**config.mk**
```make
export PLATFORM = sky130hd
export DESIGN_NAME = mem_port_arbiter
export DESIGN_NICKNAME = d
export VERILOG_FILES = /design/src/rtl/mem_port_arbiter.sv
export SDC_FILE = /design/constraint.sdc
export NUM_CORES = 1
export LEC_CHECK = 0
export BUFFER_PORTS_ARGS = -buffer_cell sky130_fd_sc_hd__buf_4
export CELL_PAD_IN_SITES_DETAIL_PLACEMENT = 1
export CELL_PAD_IN_SITES_GLOBAL_PLACEMENT = 2
export CORE_MARGIN = 5
export CORE_UTILIZATION = 25
export DETAILED_ROUTE_END_ITERATION = 10
export MAX_ROUTING_LAYER = met4
export PLACE_DENSITY = 0.78
export SETUP_SLACK_MARGIN = 0.5
export SLEW_MARGIN = 10
export SYNTH_ARGS = -nofsm -noshare
export SYNTH_HDL_FRONTEND = slang
export SYNTH_SLANG_ARGS = --single-unit
```
**constraint.sdc**
```tcl
create_clock -name clk -period 4.3 [get_ports clk]
set_input_delay 0.215 -clock clk [delete_from_list [all_inputs] [get_ports clk]]
set_output_delay 0.215 -clock clk [all_outputs]
set_load 0.1 [all_outputs]
```
**src/rtl/mem_port_arbiter.sv**
```systemverilog
// Shares one memory request/response port between instruction fetch (I) and load/store (D).
// D wins ties unless D has been granted MAX_STREAK times in a row while I was waiting.
module mem_port_arbiter #(
  parameter int ADDR_W     = 32,
  parameter int DATA_W     = 32,
  parameter int MAX_STREAK = 4
) (
  input  logic                clk,
  input  logic                rst,
  input  logic                i_req,
  input  logic [ADDR_W-1:0]   i_addr,
  output logic                i_ack,
  output logic [DATA_W-1:0]   i_rdata,
  input  logic                d_req,
  input  logic                d_we,
  input  logic [ADDR_W-1:0]   d_addr,
  input  logic [DATA_W-1:0]   d_wdata,
  input  logic [DATA_W/8-1:0] d_wmask,
  output logic                d_ack,
  output logic [DATA_W-1:0]   d_rdata,
  output logic                mem_req_valid,
  input  logic                mem_req_ready,
  output logic                mem_req_rw,
  output logic [ADDR_W-1:0]   mem_req_addr,
  output logic [DATA_W-1:0]   mem_req_wdata,
  output logic [DATA_W/8-1:0] mem_req_wmask,
  input  logic                mem_resp_valid,
  input  logic [DATA_W-1:0]   mem_resp_rdata,
  output logic                stall
);
  localparam logic [3:0] STREAK_MAX = 4'(MAX_STREAK);

  typedef enum logic [1:0] {IDLE, ISSUE, WAIT_RESP} state_t;

  state_t              state_q;
  logic [3:0]          streak_q, streak_d;
  logic                owner_d_q;
  logic                req_valid_q, req_rw_q;
  logic [ADDR_W-1:0]   req_addr_q;
  logic [DATA_W-1:0]   req_wdata_q;
  logic [DATA_W/8-1:0] req_wmask_q;
  logic                i_ack_q, d_ack_q;
  logic [DATA_W-1:0]   i_rdata_q, d_rdata_q;
  logic                i_elig, d_elig, grant_i;

  // A requester in its ack cycle still holds req; masking it avoids re-granting a finished request.
  always_comb begin
    i_elig  = i_req & ~i_ack_q;
    d_elig  = d_req & ~d_ack_q;
    grant_i = i_elig & (~d_elig | (streak_q == STREAK_MAX));
    if (grant_i)     streak_d = '0;
    else if (i_elig) streak_d = (streak_q == STREAK_MAX) ? streak_q : streak_q + 4'd1;
    else             streak_d = '0;
  end

  always_ff @(posedge clk or posedge rst) begin
    if (rst) begin
      state_q     <= IDLE;
      streak_q    <= '0;
      owner_d_q   <= 1'b0;
      req_valid_q <= 1'b0;
      req_rw_q    <= 1'b0;
      req_addr_q  <= '0;
      req_wdata_q <= '0;
      req_wmask_q <= '0;
      i_ack_q     <= 1'b0;
      d_ack_q     <= 1'b0;
      i_rdata_q   <= '0;
      d_rdata_q   <= '0;
    end else begin
      i_ack_q <= 1'b0;
      d_ack_q <= 1'b0;
      case (state_q)
        IDLE: if (i_elig | d_elig) begin
          owner_d_q   <= ~grant_i;
          req_valid_q <= 1'b1;
          req_rw_q    <= ~grant_i & d_we;
          req_addr_q  <= grant_i ? i_addr : d_addr;
          req_wdata_q <= grant_i ? '0 : d_wdata;
          req_wmask_q <= grant_i ? '0 : d_wmask;
          streak_q    <= streak_d;
          state_q     <= ISSUE;
        end
        ISSUE: if (mem_req_ready) begin
          req_valid_q <= 1'b0;
          // Stores complete on acceptance; only D issues stores.
          if (req_rw_q) begin
            d_ack_q <= 1'b1;
            state_q <= IDLE;
          end else begin
            state_q <= WAIT_RESP;
          end
        end
        WAIT_RESP: if (mem_resp_valid) begin
          if (owner_d_q) begin
            d_rdata_q <= mem_resp_rdata;
            d_ack_q   <= 1'b1;
          end else begin
            i_rdata_q <= mem_resp_rdata;
            i_ack_q   <= 1'b1;
          end
          state_q <= IDLE;
        end
        default: state_q <= IDLE;
      endcase
    end
  end

  assign stall         = i_elig | d_elig;
  assign i_ack         = i_ack_q;
  assign d_ack         = d_ack_q;
  assign i_rdata       = i_rdata_q;
  assign d_rdata       = d_rdata_q;
  assign mem_req_valid = req_valid_q;
  assign mem_req_rw    = req_rw_q;
  assign mem_req_addr  = req_addr_q;
  assign mem_req_wdata = req_wdata_q;
  assign mem_req_wmask = req_wmask_q;
endmodule
```
==> out/results.tsv <==
stage	metric	value	unit
run_status	status	finished, final reports clean	
timing	Period Utilization, post-route	0.516	
final_layout	final std cells w/o fill	1117	
synthesis	count of cell types in the netlist	36	
floorplan	# IOs	276	
worst_setup_path	Worst Setup Start Kind	flip-flop	
synthesis	Post-synth ARST share	1.00	
synthesis	Synth Register Bits	143	
route	drt first pass iters	6	
clock_tree	TritonCTS Buffers	17	
final_layout	# fillers	2529	
floorplan	row cnt	55	
global_route	initial antenna violation count	1	
timing	Worst Max-Slew Pin Slew	1.16	ns
final_layout	layout cells sized above 1	0.428	
job	max cap viols	0	
worst_setup_path	Critical Path RT	4.60	ns
synthesis	Synth top cells by count	dfrtp_1, nand2_1, nor2_1, a22o_1	
clock_tree	post_cts resized	0	
clock_tree	# clock sinks	143	
synthesis	number of synthesized flops with an enable pin	0	
worst_setup_path	WS Path Type	reg2reg	
worst_setup_path	Setup crit end kind	flip-flop	
timing	Max Fclk	0.451	GHz
synthesis	most numerous cell in the Yosys netlist	dfrtp_1	
final_layout	Layout Area Growth over Synthesis	61.0	%
global_route	Tot GR Track Use	0.156	
route	post-route ant nets	0	
synthesis	sequential area share after synthesis	0.631	
final_layout	fin nets	963	
synthesis	Synth area leader	dfrtp_1	
worst_setup_path	crit path DAT	2.51	ns
floorplan	core area	22500	sq um
synthesis	top cells by area, synth	dfrtp_1, nand2_1, mux2_2, a22o_1, nor2_1	
synthesis	Primary FF master, synth	dfrtp_1	
timing	slew margin rel.	0.227	
synthesis	cells after synthesis	490	
synthesis	Mapped Area	5670	sq um
route	Detailed Route WL	19800	um
route	Vias/cell	4.43	
floorplan	Die Width	161	um
placement	dpl hpwl	13700	um
global_route	largest net degree at the start of global routing	102	
placement	Post-Place Cells	1030	
placement	Port Buf Inserts	275	
global_route	GR Overflow Total	0	
synthesis	Synth top area share	0.631	
clock_tree	Clock Latency Late Sink	0.42	ns
clock_tree	htree depth	4	
timing	Tmin final	2.22	ns
synthesis	Post-Syn Area per Cell	11.6	sq um
global_route	number of global-route vias before repair	5442	
floorplan	Die ar.	25800	sq um
worst_setup_path	Max FO, Critical Path	33	
min_path	hold crit path type	in2reg	
final_layout	Multi-input gate area	1880	sq um
clock_tree	clk buf depth	2	
global_route	first-pass GRT wire length	31100	um
route	Iter 0 DRT Violations	203	
timing	unrepaired setup endpoints after global routing	false	
final_layout	Final Core Density	0.406	
timing	Slew Limit Fails	0	
timing	Setup violations, final	0	
synthesis	yosys warns	0	
floorplan	Initial Utilization	0.252	
timing	Final Hold Fails	0	
synthesis	Net Count, Synth	635	
clock_tree	Root Buffer Master	clkbuf_16	
route	DR vias	4949	
clock_tree	CTS tree	yes	
route	wire per inst	17.7	um
timing	setup total negative slack	0	ns
placement	placer congestion estimate	0.722	
final_layout	sequential cell area	3580	sq um
route	DRC	0	
clock_tree	CTS clk-pin slew, worst paths	0.07	ns
floorplan	Die Ht	161	um
timing	worst clock skew	0.0125	ns
==> state kept, by name, indices dropped and copies added, names as in the netlist <==
name	count
d_rdata	32
mem_req_addr	32
i_ack	1
owner_d_q	1
mem_req_wdata	32
streak_q	4
mem_req_wmask	4
i_rdata	32
state_q	2
mem_req_rw	1
mem_req_valid	1
d_ack	1
==> stage by stage <==
| step | hold WS (ns) | setup WS [ns] | area [sq um] |
|---|---|---|---|
| after detailed placement | 0.423 | 2.05 | 7990 |
| after global routing | 0.00225 | 1.84 | 9140 |
| after global placement | 0.416 | 2.08 | 7990 |
| final | 0.0197 | 2.08 | 9140 |
| after floorplan | 0.320 | 2.26 | 5680 |
| after CTS | 0.00147 | 2.00 | 9130 |
==> what timing repair did <==
action                                 CTS  global route
setup buffers                            0             0
endpoints found under the hold margin   54             0
hold buffers                            54             0
==> area by class of cell <==
cell class | instances | share of cell area
clock buffer | 19 | 0.0496
timing repair buffer | 336 | 0.292
sequential | 143 | 0.392
clock inverter | 13 | 0.0167
antenna | 1 | 0.000274
tap | 285 | 0.0390
inverter | 10 | 0.00452
multi-input combinational | 310 | 0.206
==> worst max-delay path, stage by stage, from the launching register on <==
cell and delay (ns):
dfrtp_1 0.39, inv_1 0.11, ha_1 0.24, nand3_2 0.76, mux2_2 0.59
==> logic make-up after synthesis <==
family | Yosys count | synth area share
and+or+nand+nor | 185 | 0.132
DFF | 143 | 0.631
muxes | 34 | 0.0673
adders and majority gates | 6 | 0.0132
buffers and inverters | 37 | 0.0401
AOI/OAI and AO/OA | 85 | 0.117
==> cells in the final DEF (no fill, tap or decap), drive strengths merged, types with 2 or more instances in the layout <==
| master | synthesis | layout |
|---|---|---|
| buf | 18 | 282 |
| nand3 | 6 | 6 |
| ha | 6 | 6 |
| clkbuf | 9 | 19 |
| clkinv | 0 | 3 |
| nand2b | 2 | 2 |
| o21ai | 5 | 5 |
| nand2 | 103 | 103 |
| dfrtp | 143 | 143 |
| inv | 10 | 15 |
| nand3b | 2 | 2 |
| o211ai | 2 | 2 |
| bufinv | 0 | 2 |
| clkinvlp | 0 | 3 |
| mux2 | 33 | 33 |
| o22ai | 32 | 32 |
| a21oi | 2 | 2 |
| dlygate4sd3 | 0 | 54 |
| nor2 | 66 | 66 |
| a22o | 39 | 39 |
==> path summary, 6_finish.rpt <==
kind / from / endpoint / slack, ns / cells past startpoint
max in group asynchronous: rst / i_rdata[23] / 3.18 / 3
worst min-delay path: mem_resp_rdata[6] / i_rdata[6] / 0.02 / 3
worst max register to register: state_q[0] / d_rdata[18] / 2.08 / 4
min in group asynchronous: rst / mem_req_addr[7] / 0.03 / 2
worst max-delay path: state_q[0] / d_rdata[18] / 2.08 / 4
worst min register to register: i_rdata[15] / i_rdata[15] / 0.48 / 2
==> metal layers <==
metal	wire length, um	global-route usage
met2	10100	0.262
met3	1300	0.0467
met5	0	-
met1	7850	0.176
met4	520	0.0575
Power is not shown: default switching activity piles up to over one toggle a cycle in this logic, so the estimate is an artifact.
